File: src/rtl/seg_scan_driver.sv
// seg_scan_driver
//   Time-multiplexed driver for the 8-digit 7-segment display. Hex nibbles and
//   the enable/decimal-point masks are captured into shadow registers on a
//   load strobe. They are promoted to the active registers only at a frame
//   boundary, and the active set is then scanned one digit per slot.
//   Segment map: seg[7:1] = a..g, seg[0] = dp. All outputs are active-high.
//
//   Optional feature macro: SEG_SCAN_BLINK_EN
//     This macro adds the blink_en port and a blink phase that toggles every
//     256 frames. While the phase is 1, digits flagged in blink_en are blanked.
//
// Ports
//   clk         in   1   system clock
//   rst         in   1   synchronous, active-high reset
//   load        in   1   strobe; captures digits/dig_en/dp_en (and blink_en)
//   digits      in   32  nibble i = digits[4i+3:4i]
//   dig_en      in   8   per-digit display enable
//   dp_en       in   8   per-digit decimal point
//   blink_en    in   8   per-digit blink mask (SEG_SCAN_BLINK_EN only)
//   seg_out     out  8   segment pattern for the selected digit
//   an_out      out  8   one-hot digit select
//   frame_done  out  1   pulse on the last cycle of the final digit slot

module seg_scan_driver #(
    parameter int CLK_HZ     = 100_000_000,
    parameter int SLOT_HZ    = 1_000,
    parameter int NUM_DIGITS = 8,
    parameter int GUARD_CYC  = 2
) (
    input  logic        clk,
    input  logic        rst,
    input  logic        load,
    input  logic [31:0] digits,
    input  logic [7:0]  dig_en,
    input  logic [7:0]  dp_en,
`ifdef SEG_SCAN_BLINK_EN
    input  logic [7:0]  blink_en,
`endif
    output logic [7:0]  seg_out,
    output logic [7:0]  an_out,
    output logic        frame_done
);

    localparam int DIV   = CLK_HZ / SLOT_HZ;
    localparam int CNT_W = (DIV > 1) ? $clog2(DIV) : 1;
    localparam logic [CNT_W-1:0] CNT_LAST = CNT_W'(DIV - 1);
    localparam logic [CNT_W-1:0] CNT_PRE  = CNT_W'(DIV - 2);
    localparam logic [CNT_W-1:0] GUARD    = CNT_W'(GUARD_CYC);
    localparam logic [2:0]       IDX_LAST = 3'(NUM_DIGITS - 1);
    // Digits above NUM_DIGITS are never selected; masking them at capture
    // keeps their enables permanently clear.
    localparam logic [7:0]       DIG_MASK = 8'((1 << NUM_DIGITS) - 1);

    logic [CNT_W-1:0] cnt;
    logic [2:0]       idx;

    logic [31:0] sh_digits, act_digits;
    logic [7:0]  sh_dig_en, act_dig_en;
    logic [7:0]  sh_dp_en,  act_dp_en;

    logic [7:0] seg_next;
    logic [7:0] an_next;
    logic       frame_done_next;
    logic       blanked;
    logic [3:0] nibble;

    function automatic logic [7:0] hex_to_seg(input logic [3:0] nib);
        logic [7:0] pat;
        case (nib)
            4'h0: pat = 8'hFC;
            4'h1: pat = 8'h60;
            4'h2: pat = 8'hDA;
            4'h3: pat = 8'hF2;
            4'h4: pat = 8'h66;
            4'h5: pat = 8'hB6;
            4'h6: pat = 8'hBE;
            4'h7: pat = 8'hE0;
            4'h8: pat = 8'hFE;
            4'h9: pat = 8'hE6;
            4'hA: pat = 8'hEE;
            4'hB: pat = 8'h3E;
            4'hC: pat = 8'h9C;
            4'hD: pat = 8'h7A;
            4'hE: pat = 8'h9E;
            default: pat = 8'h8E;
        endcase
        return pat;
    endfunction

    // Slot counter and digit index: one slot of DIV cycles per digit.
    always_ff @(posedge clk) begin
        if (rst) begin
            cnt <= '0;
            idx <= '0;
        end else if (cnt == CNT_LAST) begin
            cnt <= '0;
            idx <= (idx == IDX_LAST) ? 3'd0 : idx + 3'd1;
        end else begin
            cnt <= cnt + 1'b1;
        end
    end

    // Shadow capture on load. Promotion to the active set happens only while
    // frame_done is high. A load on that same cycle bypasses the shadow, so
    // the value it carries is not lost for a whole frame.
    always_ff @(posedge clk) begin
        if (rst) begin
            sh_digits  <= '0;
            sh_dig_en  <= '0;
            sh_dp_en   <= '0;
            act_digits <= '0;
            act_dig_en <= '0;
            act_dp_en  <= '0;
        end else begin
            if (load) begin
                sh_digits <= digits;
                sh_dig_en <= dig_en & DIG_MASK;
                sh_dp_en  <= dp_en & DIG_MASK;
            end
            if (frame_done) begin
                act_digits <= load ? digits : sh_digits;
                act_dig_en <= load ? (dig_en & DIG_MASK) : sh_dig_en;
                act_dp_en  <= load ? (dp_en & DIG_MASK) : sh_dp_en;
            end
        end
    end

`ifdef SEG_SCAN_BLINK_EN
    logic [7:0] sh_blink, act_blink;
    logic [7:0] blink_frames;
    logic       blink_phase;

    // The blink mask is double-buffered in the same way as dp_en. The phase
    // toggles when the 8-bit frame count wraps, which is every 256 frames.
    always_ff @(posedge clk) begin
        if (rst) begin
            sh_blink     <= '0;
            act_blink    <= '0;
            blink_frames <= '0;
            blink_phase  <= 1'b0;
        end else begin
            if (load) begin
                sh_blink <= blink_en & DIG_MASK;
            end
            if (frame_done) begin
                act_blink    <= load ? (blink_en & DIG_MASK) : sh_blink;
                blink_frames <= blink_frames + 8'd1;
                if (blink_frames == 8'hFF) begin
                    blink_phase <= ~blink_phase;
                end
            end
        end
    end

    assign blanked = blink_phase & act_blink[idx];
`else
    assign blanked = 1'b0;
`endif

    assign nibble = act_digits[{idx, 2'b00} +: 4];

    // The next output pattern is decoded from the current counter state. It
    // reaches the pins one cycle later, and the guard window at the start of
    // each slot hides that one-cycle lag.
    always_comb begin
        seg_next        = 8'h00;
        an_next         = 8'h00;
        frame_done_next = (cnt == CNT_PRE) && (idx == IDX_LAST);
        if ((cnt >= GUARD) && act_dig_en[idx] && !blanked) begin
            an_next  = 8'h01 << idx;
            seg_next = hex_to_seg(nibble) | {7'b0, act_dp_en[idx]};
        end
    end

    // Output registers.
    always_ff @(posedge clk) begin
        if (rst) begin
            seg_out    <= 8'h00;
            an_out     <= 8'h00;
            frame_done <= 1'b0;
        end else begin
            seg_out    <= seg_next;
            an_out     <= an_next;
            frame_done <= frame_done_next;
        end
    end

endmodule

File: config.mk
export PLATFORM = sky130hd
export DESIGN_NAME = seg_scan_driver
export DESIGN_NICKNAME = d
export VERILOG_FILES = /design/src/rtl/seg_scan_driver.sv
export SDC_FILE = /design/constraint.sdc
export NUM_CORES = 1
export LEC_CHECK = 0
export BUFFER_PORTS_ARGS = -buffer_cell sky130_fd_sc_hd__buf_4
export CAP_MARGIN = 20
export CELL_PAD_IN_SITES_DETAIL_PLACEMENT = 1
export CELL_PAD_IN_SITES_GLOBAL_PLACEMENT = 2
export CORE_MARGIN = 10
export CORE_UTILIZATION = 37
export DETAILED_ROUTE_END_ITERATION = 7
export PLACE_DENSITY = 0.83
export SYNTH_ARGS = -nofsm -noshare
export SYNTH_HDL_FRONTEND = slang
export SYNTH_SLANG_ARGS = --single-unit
File: constraint.sdc
create_clock -name clk -period 2.7 [get_ports clk]
set_input_delay 0.135 -clock clk [delete_from_list [all_inputs] [get_ports clk]]
set_output_delay 0.135 -clock clk [all_outputs]
set_load 0.005 [all_outputs]
[Yosys cells after proc, flatten, opt, wreduce, memory -nomap -nowiden]
Memories as Yosys holds them, arrays and structs flattened.
Cells that the tools add are included.
Operators by class
  $add $sub $neg: 2
  magnitude comparators: 2
  equality and inequality tests: 3
  shifts and indexed selects: 2
  mux-type cells: 9
  bitwise logic cells: 2
  reductions and logical operators: 4
Operators by type and width (number)
  17-bit equality test (second input constant): 2
  32-bit two-way mux: 1
  32-bit by 6-bit indexed part select with 4-bit output: 1
  8-bit two-way mux: 3
  17-bit by 1-bit adder with 17-bit output (second input constant): 1
  17-bit by 2-bit >= comparator with 1-bit output (second input constant): 1
  8-bit by 1-bit bitwise OR with 8-bit output: 1
  1-bit by 3-bit << shifter with 8-bit output (first input constant): 1
  1-bit binary-select mux with 3-bit select: 2
  3-bit by 4-bit less-than comparator with 1-bit output (second input constant): 1
  2-bit OR reduction: 2
  3-bit by 1-bit adder with 3-bit output (second input constant): 1
  3-bit equality test (second input constant): 1
  3-bit two-way mux: 1
  1-bit logical AND: 2
  1-bit two-way mux: 2
  1-bit NOT: 1
Storage, ports and cells
  bits in registers: 133
  bits in read-only memories: 112
  logic and storage cells: 36
  memories kept: 1
Memory list
  (name not given): depth 16, bits a word 7, read ports 1, clocked after Yosys merged registers in 0, write ports 0, RTL line 69  | case (nib)

[Longest topological paths before layout]
Gate-level depths: netlist of run 1.
  word-level depth: 5
  gate-level depth with buffers: 9
  depth with buffers taken out: 7

[Least setup slack after synthesis of run 1]
OpenSTA, ideal clock, no wires.
  path kind: flip-flop to flip-flop
  start: register idx[0]
  end: register seg_out[4]
  library setup time: 70 ps
  data arrival time: 2420 ps
  required time: 2630 ps
  setup slack: 211 ps
  cell stages (with the launch flop): 9
  buffers on the path: 2
  period minus slack after synthesis: 2489 ps
  cells stage by stage: dfxtp_1 > buf_6 > buf_6 > mux4_2 > mux2i_1 > ha_1 > mux2_2 > o22a_1 > a21oi_1
Between the ends
  word-level cells in the longest chain between the ends: 5
  elaborated cells on any way between the ends: 9
RTL lines
  start, declared: RTL line 55  | logic [2:0] idx;
  start signal, assigned: RTL line 97  | idx <= (idx == IDX_LAST) ? 3'd0 : idx + 3'd1;
  parallel branches: the longest is 5 deep, another holds memory read 16 x 7 bit
  end signal, assigned: RTL line 182  | seg_out <= seg_next;
  end, declared: RTL line 39  | output logic [7:0] seg_out,
Parallel ways; which one is timed is not known. The select of a mux whose other input is x is not followed.
A chain may end at the register's enable or synchronous reset.

[Final worst setup path of run 1]
Same ends and word-level chain as after synthesis.

==> results of run 1 <==
cells by family after synthesis:
family | after synthesis | synth area share
and+or+nand+nor | 173 | 0.144
DFF | 133 | 0.504
muxes | 70 | 0.164
AOI/OAI and AO/OA | 67 | 0.0938
buffers and inverters | 42 | 0.0372
xor gates and xnor gates | 15 | 0.0249
adders and majority gates | 14 | 0.0332
cell type report:
class,instances,area share
well taps,180,0.0327
flip-flops and latches,133,0.387
clock buffers,21,0.0684
repair buffers,109,0.131
inverters,6,0.00327
clock inverters,11,0.0251
multi-input cells,339,0.352
path summary, 6_finish.rpt:
kind / start / end / slack (ps) / cells after the start
worst max-delay path: idx[0] / seg_out[4] / 200 / 6
worst min-delay path: digits[26] / sh_digits[26] / 2 / 3
worst max register to register: idx[0] / seg_out[4] / 200 / 6
worst min register to register: cnt[0] / cnt[0] / 480 / 1
layer usage:
| layer | up-vias | share of wire | routed length [um] | global-route usage |
|---|---|---|---|---|
| met5 | - | 0 | 0 | 0 |
| met4 | 0 | 0.016 | 207 | 0.0571 |
| met3 | 19 | 0.036 | 480 | 0.0439 |
| met2 | 67 | 0.51 | 6750 | 0.238 |
| met1 | 1907 | 0.44 | 5910 | 0.166 |
| li1 | 1992 | - | - | - |
worst max-delay path, cell delays in order, from the launching register on:
cell and delay, ps:
dfxtp_1 610, mux4_2 560, mux2i_1 250, ha_1 290, mux2_2 360, o22a_1 220, a21oi_1 140
power groups by stage:
stage	combinational (mW)	sequential (mW)	clock (mW)
after floorplan	0.124	2.06	0
after global placement	0.207	2.07	0
after detailed placement	0.213	2.07	0
after CTS	0.248	2.03	2.53
after global routing	0.273	2.03	2.62
final	0.244	2.03	2.48
placed cells by master, fill, tap and decap left out, types with 2 or more instances in the layout:
cell	synthesis	routed
and2_1	6	6
nor4_1	2	2
nand2b_1	3	3
mux4_2	12	12
clkbuf_16	0	17
clkbuf_8	0	3
nand2_1	9	9
nand3_1	6	6
inv_1	6	6
xnor2_1	6	6
or2_2	2	2
xor2_1	9	9
mux2i_1	56	56
o221a_2	2	2
bufinv_16	0	4
ha_1	14	14
nor2_1	119	119
clkinv_2	0	2
a21oi_1	6	6
dfxtp_1	133	132
and3_1	5	5
dlygate4sd3_1	0	29
clkinv_4	0	3
nor3_1	5	5
a211oi_1	49	49
o21ai_0	3	3
nor2b_1	2	2
nand4_1	6	6
buf_4	3	79
metrics by stage:
| step | area (um2) | util |
|---|---|---|
| 3_3_place_gp | 5950 | 0.427 |
| 4_1_cts | 6880 | 0.494 |
| 3_5_place_dp | 5950 | 0.427 |
| 5_1_grt | 6880 | 0.494 |
| 6_report | 6880 | 0.494 |
| 2_1_floorplan | 5280 | - |
repair_timing:
item	in CTS	in global routing
hold endpoints to repair	29	0
hold buffers	29	0
endpoints found under the setup margin	0	0
==> run metrics, run 1 <==
Max Freq=400 MHz; cell row count=43; Total GRT Usage=0.143; Non-Filler Instances=799; CP Capture Type=flop; area of the multi-input gates=2420 um2; CP Class=reg2reg; FF+latch area=2660 um2; Nets=671; Die Wd=140 um; Hold Slack=1.57 ps; Post-synth EDFFs=0; worst hold path type=in2reg; synthesized area per cell=10.3 um2; top-count cell post-synth=dfxtp_1; I/O pins=68; Setup TNS=0 ps; commonest cells in the netlist=133 x dfxtp_1, 119 x nor2_1, 56 x mux2i_1; Clock Skew=6.86 ps; Synth cell types=44; crit-path max FO=9; maximum VDD drop=0.397 mV; post-CTS setup buffers=0; vias=3985; syn_nets=579; die height=140 um; Seq/Total Area, Yosys=0.504; GP Congestion=0.806; Max Cap Violations=0; Mapped Cells=514; Ys Warns=0; async set-reset flop share out of synthesis=0; drt first pass iters=4; Sw Ratio=0.209; Synth Register Bits=133; clock power share=0.522; layout cells sized above 1=0.213; P_sw=0.992 mW; first-pass GRT wire length=22.7 mm; fin. max-slew vios=0; antenna cells=0; vias in the first global route=4341; Final Cycle Share=0.926; DR vias/cell=4.99; largest net degree at the start of global routing=93; core area=13900 um2; Power Total=4.75 mW; Placed Cells=738; TritonCTS clock tree=done; die area=19500 um2; crit path launch type=flop; fin worst setup slack=200 ps; Area Overhead vs Synth=30.3%; run status=finished, final reports clean; gr ovfl total=0; Num CTS Buffers=17; clk buf depth=2; clk root buf=clkbuf_16; Slew Limit Headroom=0.592; final hold violations=0; post-DP HPWL=9.18 mm; largest area contributor in the netlist=dfxtp_1; Critical Path AT=2850 ps; Final min period=2500 ps; mapped cell area=5280 um2; share of the synthesized area in the top cell type=0.504; Logic pwr share=0.051; Gates resized, CTS repair=0; final-report setup violation count=0; initial antenna violation count=0; Synth Flop Type=dfxtp_1; DRT antenna net count=0; Skew-Pair Late Insertion Delay=420 ps; Pint=3.76 mW; clock sinks=133; Static Leak=2.78 nW; FILL cells=1539; Total Wirelength=13.3 mm; starting density of the core=0.379; leading post-synthesis cells by cell area=dfxtp_1 50%, mux2i_1 11%, nor2_1 8.5%; I/O Buffers=67; Iteration-0 DRC Markers=188; number of remaining DRC errors=0; critical path required time=3050 ps; Slew @ Worst Pin=612 ps; RSZ-0062 raised after global routing=false; htree depth=4; Top Registers=act_digits x32, sh_digits x32, cnt x17; Avg WL per Cell=16.7 um; CTS clk-pin slew, worst paths=60 ps; Reg power frac=0.427; DP Worst Slack=200 ps; pwr/cell area=690 nW/um2
Note: power is estimated with default switching activity, not from simulation.
==> run 2, diff against run 1 <==
==> constraint.sdc (replaced) <==
create_clock -name clk -period 2.7 [get_ports clk]
set_input_delay 0.81 -clock clk [delete_from_list [all_inputs] [get_ports clk]]
set_output_delay 0.81 -clock clk [all_outputs]
set_load 0.005 [all_outputs]
==> run 2 against run 1 <==
Net effect:
- sequential share of layout area increased by 1.9 points
- sequential power hardly changed
- non-clock buffer count decreased by 30
- combinational power down 14%
- critical path depth unchanged
- register-to-register slack improved by 140 ps
- core utilization fell by 2.3 points
- critical endpoint is now seg_out[7]
==> run metrics, run 2 (synthesized netlist as in run 1, its figures left out) <==
die area=19500 um2 (unchanged); gr ovfl total=0 (unchanged); htree depth=4 (unchanged); first-pass GRT wire length=21.3 mm (was 22.7 mm); critical path required time=3040 ps (was 3050 ps); Setup TNS=0 ps (unchanged); I/O pins=68 (unchanged); Num CTS Buffers=17 (unchanged); Static Leak=2.63 nW (was 2.78 nW); DP Worst Slack=190 ps (was 200 ps); RSZ-0062 raised after global routing=false (unchanged); crit path launch type=flop (unchanged); Skew-Pair Late Insertion Delay=420 ps (about the same); Final Cycle Share=0.872 (was 0.926); Crit-path slowest cell=mux4_2 (was dfxtp_1); clk buf depth=2 (unchanged); drt first pass iters=6 (was 4); clk root buf=clkbuf_16 (unchanged); Final Cell Area=6560 um2 (was 6880 um2); post-CTS setup buffers=0 (unchanged); cell row count=43 (unchanged); Hold Buf Count CTS=0 (was 29); antenna cells=0 (unchanged); largest net degree at the start of global routing=55 (was 93); Non-Filler Instances=769 (was 799); Slew Limit Headroom=0.617 (was 0.592); Critical Path AT=2700 ps (was 2850 ps); Total GRT Usage=0.134 (was 0.143); Placed Area=5940 um2 (was 5950 um2); clock sinks=133 (unchanged); area of the multi-input gates=2420 um2 (unchanged); CP Capture Type=flop (unchanged); R2R Setup Slk=340 ps (was 200 ps); die height=140 um (unchanged); most common cell after layout, fill and taps aside=dfxtp_1 (unchanged); Nets=641 (was 671); Max Freq=425 MHz (was 400 MHz); Gates resized, CTS repair=0 (unchanged); worst hold path type=reg2reg (was in2reg); CTS clk-pin slew, worst paths=60 ps (about the same); Slew @ Worst Pin=574 ps (was 612 ps); maximum VDD drop=0.444 mV (was 0.397 mV); CP Class=reg2reg (unchanged); initial antenna violation count=0 (unchanged); I/O Buffers=67 (unchanged); Placed Cells=737 (was 738); pwr/cell area=703 nW/um2 (was 690 nW/um2); GP Congestion=0.802 (was 0.806); DRT antenna net count=0 (unchanged); DR vias/cell=5.06 (was 4.99); final-report setup violation count=0 (unchanged); crit-path cells=buf_4, mux4_2, mux2i_4, nor2b_2, or3_1, a31oi_1 (was mux4_2, mux2i_1, ha_1, mux2_2, o22a_1, a21oi_1); Top Registers=act_digits x32, sh_digits x32, cnt x17 (unchanged); number of remaining DRC errors=0 (unchanged); fin. max-slew vios=0 (unchanged); Clock Skew=6.36 ps (was 6.86 ps); Area Overhead vs Synth=24.2% (was 30.3%); layout cells sized above 1=0.226 (was 0.213); Avg WL per Cell=16.6 um (was 16.7 um); TritonCTS clock tree=done (unchanged); Iteration-0 DRC Markers=178 (was 188); Worst path max stage delay=540 ps (was 610 ps); run status=finished, final reports clean (unchanged); starting density of the core=0.379 (unchanged); commonest cells after routing, fill and taps aside=131 x dfxtp_1, 119 x nor2_1, 78 x buf_4 (was 132 x dfxtp_1, 119 x nor2_1, 79 x buf_4); vias in the first global route=4104 (was 4341); FF+latch area=2670 um2 (was 2660 um2); Die Wd=140 um (unchanged); post-DP HPWL=9.20 mm (was 9.18 mm); Final min period=2360 ps (was 2500 ps); fin worst setup slack=344 ps (was 200 ps); core area=13900 um2 (unchanged); FILL cells=1535 (was 1539); final hold violations=0 (unchanged); Total Wirelength=12.8 mm (was 13.3 mm); vias=3888 (was 3985); crit-path max FO=12 (was 9); Max Cap Violations=0 (unchanged)
run 2: cell types whose count changed in the layout (fill, tap and decap cells not counted):
| cell | change |
|---|---|
| dfxtp_1 | -1 |
| inv_6 | -1 |
| clkinv_2 | +1 |
| clkbuf_1 | -1 |
| dlygate4sd3_1 | -29 |
| clkinvlp_4 | +3 |
| dfxtp_2 | +1 |
| bufinv_16 | -1 |
| buf_4 | -1 |
| clkinv_4 | -1 |
run 2: worst paths after layout:
| kind | startpoint | to | cells past startpoint |
|---|---|---|---|
| max | idx[0] | seg_out[7] | 6 |
| min | cnt[0] | cnt[0] | 1 |
| max reg2reg | idx[0] | seg_out[7] | 6 |
| min reg2reg | cnt[0] | cnt[0] | 1 |
run 2: layer usage:
layer,up-vias,global-route usage,share of wire
li1,1928,-,-
met1,1886,0.158,0.44
met2,67,0.220,0.50
met3,7,0.0487,0.047
met4,0,0.0461,0.0061
met5,-,0,0
run 2: area by class of cell:
class | count | area share
clock buffers | 20 | 0.0711
multi-input cells | 339 | 0.369
well taps | 180 | 0.0343
clock inverters | 12 | 0.0233
inverters | 6 | 0.00343
flip-flops and latches | 133 | 0.406
repair buffers | 79 | 0.0923
run 2: through the flow:
stage | utilization | hold slack [ps] | power (mW)
after CTS | 0.471 | 490 | 4.67
final | 0.471 | 487 | 4.61
after floorplan | - | 441 | 2.19
after global routing | 0.471 | 511 | 4.80
after detailed placement | 0.426 | 481 | 2.28
after global placement | 0.426 | 466 | 2.27
run 2: worst max-delay path: cells and delay by family, from the launching register on:
kind	cells	cell delay (ps)
DFF	1	460
and+or+nand+nor	2	490
muxes	2	910
AOI/OAI and AO/OA	1	170
buffers and inverters	1	240
run 2: power breakdown:
part	leakage, nW	switching (mW)	total, mW	internal (mW)
sequential	1.08	0.0166	2.03	2.01
clock	0.294	0.857	2.38	1.52
combinational	1.26	0.109	0.209	0.0998
total	2.63	0.983	4.61	3.63
==> run 3, diff against run 2 <==
--- a/config.mk
+++ b/config.mk
@@ -9,7 +9,6 @@
 export CAP_MARGIN = 20
 export CELL_PAD_IN_SITES_DETAIL_PLACEMENT = 1
 export CELL_PAD_IN_SITES_GLOBAL_PLACEMENT = 2
-export CORE_MARGIN = 10
 export CORE_UTILIZATION = 37
 export DETAILED_ROUTE_END_ITERATION = 7
 export PLACE_DENSITY = 0.83
==> run 3 against run 2 <==
Net effect:
- register-to-register slack worse by 180 ps
- largest cell class unchanged
- critical path depth unchanged
- clock skew up 3.5 ps
==> run metrics, run 3 (synthesized netlist as in run 1, its figures left out) <==
run status=finished, final reports clean (unchanged); critical path required time=3040 ps (about the same); Num CTS Buffers=17 (unchanged); largest net degree at the start of global routing=102 (was 55); Nets=642 (was 641); met3 usage=0.0522 (was 0.0487); htree depth=4 (unchanged); Avg WL per Cell=15.9 um (was 16.6 um); pwr/cell area=709 nW/um2 (was 703 nW/um2); Worst path max stage delay=620 ps (was 540 ps); TritonCTS clock tree=done (unchanged); I/O pins=68 (unchanged); Top Registers=act_digits x32, sh_digits x32, cnt x17 (unchanged); Clock Skew=9.84 ps (was 6.36 ps); GP Congestion=0.794 (was 0.802); layout cells sized above 1=0.222 (was 0.226); post-CTS setup buffers=0 (unchanged); vias=3875 (was 3888); Die Wd=122 um (was 140 um); Max Freq=395 MHz (was 425 MHz); crit-path cells=buf_4, mux4_2, mux2i_4, nor2b_2, or3_1, a31oi_1 (unchanged); Critical Path AT=2870 ps (was 2700 ps); Post-Route Utilization=0.474 (was 0.471); DR vias/cell=5.03 (was 5.06); core area=13900 um2 (about the same); DRT antenna net count=0 (unchanged); Static Leak=2.65 nW (was 2.63 nW); fin. max-slew vios=0 (unchanged); Placed Area=5960 um2 (was 5940 um2); Slew Limit Headroom=0.400 (was 0.617); CP Class=reg2reg (unchanged); busiest grt layer=met2 (unchanged); initial antenna violation count=0 (unchanged); Total GRT Usage=0.181 (was 0.134); final-report setup violation count=0 (unchanged); Setup TNS=0 ps (unchanged); Final Cell Area=6590 um2 (was 6560 um2); clk buf depth=2 (unchanged); starting density of the core=0.381 (was 0.379); clk root buf=clkbuf_16 (unchanged); final hold violations=0 (unchanged); CP Capture Type=flop (unchanged); Hold Buf Count CTS=0 (unchanged); RSZ-0062 raised after global routing=false (unchanged); Final Cycle Share=0.937 (was 0.872); antenna cells=0 (unchanged); vias in the first global route=3899 (was 4104); worst hold path type=reg2reg (unchanged); most common cell after layout, fill and taps aside=dfxtp_1 (unchanged); maximum VDD drop=0.351 mV (was 0.444 mV); clock sinks=133 (unchanged); met2 Usage GRT=0.289 (was 0.220); gr ovfl total=0 (unchanged); crit path launch type=flop (unchanged); Hold Slack=487 ps (about the same); grt met1 use=0.230 (was 0.158); Total Wirelength=12.2 mm (was 12.8 mm); number of remaining DRC errors=0 (unchanged); fin worst setup slack=169 ps (was 344 ps); Skew-Pair Late Insertion Delay=420 ps (about the same); Max Cap Violations=0 (unchanged); post-DP HPWL=8.39 mm (was 9.20 mm); die area=14800 um2 (was 19500 um2); Crit-path slowest cell=dfxtp_1 (was mux4_2); DP Worst Slack=177 ps (was 190 ps); RR Startpoint=idx[0] (unchanged); Gates resized, CTS repair=0 (unchanged); crit-path max FO=12 (unchanged); CTS clk-pin slew, worst paths=60 ps (about the same); Iteration-0 DRC Markers=160 (was 178); drt first pass iters=4 (was 6); commonest cells after routing, fill and taps aside=132 x dfxtp_1, 119 x nor2_1, 78 x buf_4 (was 131 x dfxtp_1, 119 x nor2_1, 78 x buf_4); Area Overhead vs Synth=24.6% (was 24.2%); first-pass GRT wire length=20.2 mm (was 21.3 mm); I/O Buffers=67 (unchanged); cell row count=43 (unchanged); Critical path origin=idx[0] (unchanged); Slew @ Worst Pin=899 ps (was 574 ps); die height=122 um (was 140 um); hold path startpoint=act_digits[10] (was cnt[0]); Final min period=2530 ps (was 2360 ps)
run 3: cell types whose count changed in the layout (fill, tap and decap cells not counted), sizes merged:
cell,previous run,this run
buf,79,80
bufinv,3,4
inv,6,7
clkinvlp,4,2
run 3: final timing paths:
path | end | slack (ps) | depth (start not counted)
worst max-delay path | seg_out[7] | 170 | 6
worst min-delay path | act_digits[10] | 490 | 2
worst max register to register | seg_out[7] | 170 | 6
worst min register to register | act_digits[10] | 490 | 2
run 3: where the power goes:
part | internal [mW] | switching (mW)
sequential | 2.01 | 0.0165
combinational | 0.102 | 0.111
clock | 1.57 | 0.864
run 3: per-stage QoR:
step / total power, mW / instances
2_1_floorplan: 2.19 / 514
3_3_place_gp: 2.28 / 738
3_5_place_dp: 2.28 / 738
4_1_cts: 4.72 / 770
5_1_grt: 4.86 / 770
6_report: 4.67 / 770
run 3: layout make-up:
cell class | count | area [um2]
multi-input cells | 339 | 2420
repair buffers | 80 | 626
well taps | 180 | 225
flip-flops and latches | 133 | 2660
clock inverters | 12 | 176
clock buffers | 20 | 447
fillers | 1524 | 7300
inverters | 6 | 22.5
run 3: worst max-delay path: cells and delay by family, from the launching register on:
kind,cells,cell delay (ps)
simple gates,2,500
flops,1,620
buf+inv,1,240
compound gates,1,180
mux,2,900
run 3: layer usage:
layer	wire, um	vias up	share of wire
met2	5910	80	0.48
met3	431	15	0.035
li1	-	1920	-
met5	0	-	0
met1	5710	1860	0.47
met4	185	0	0.015
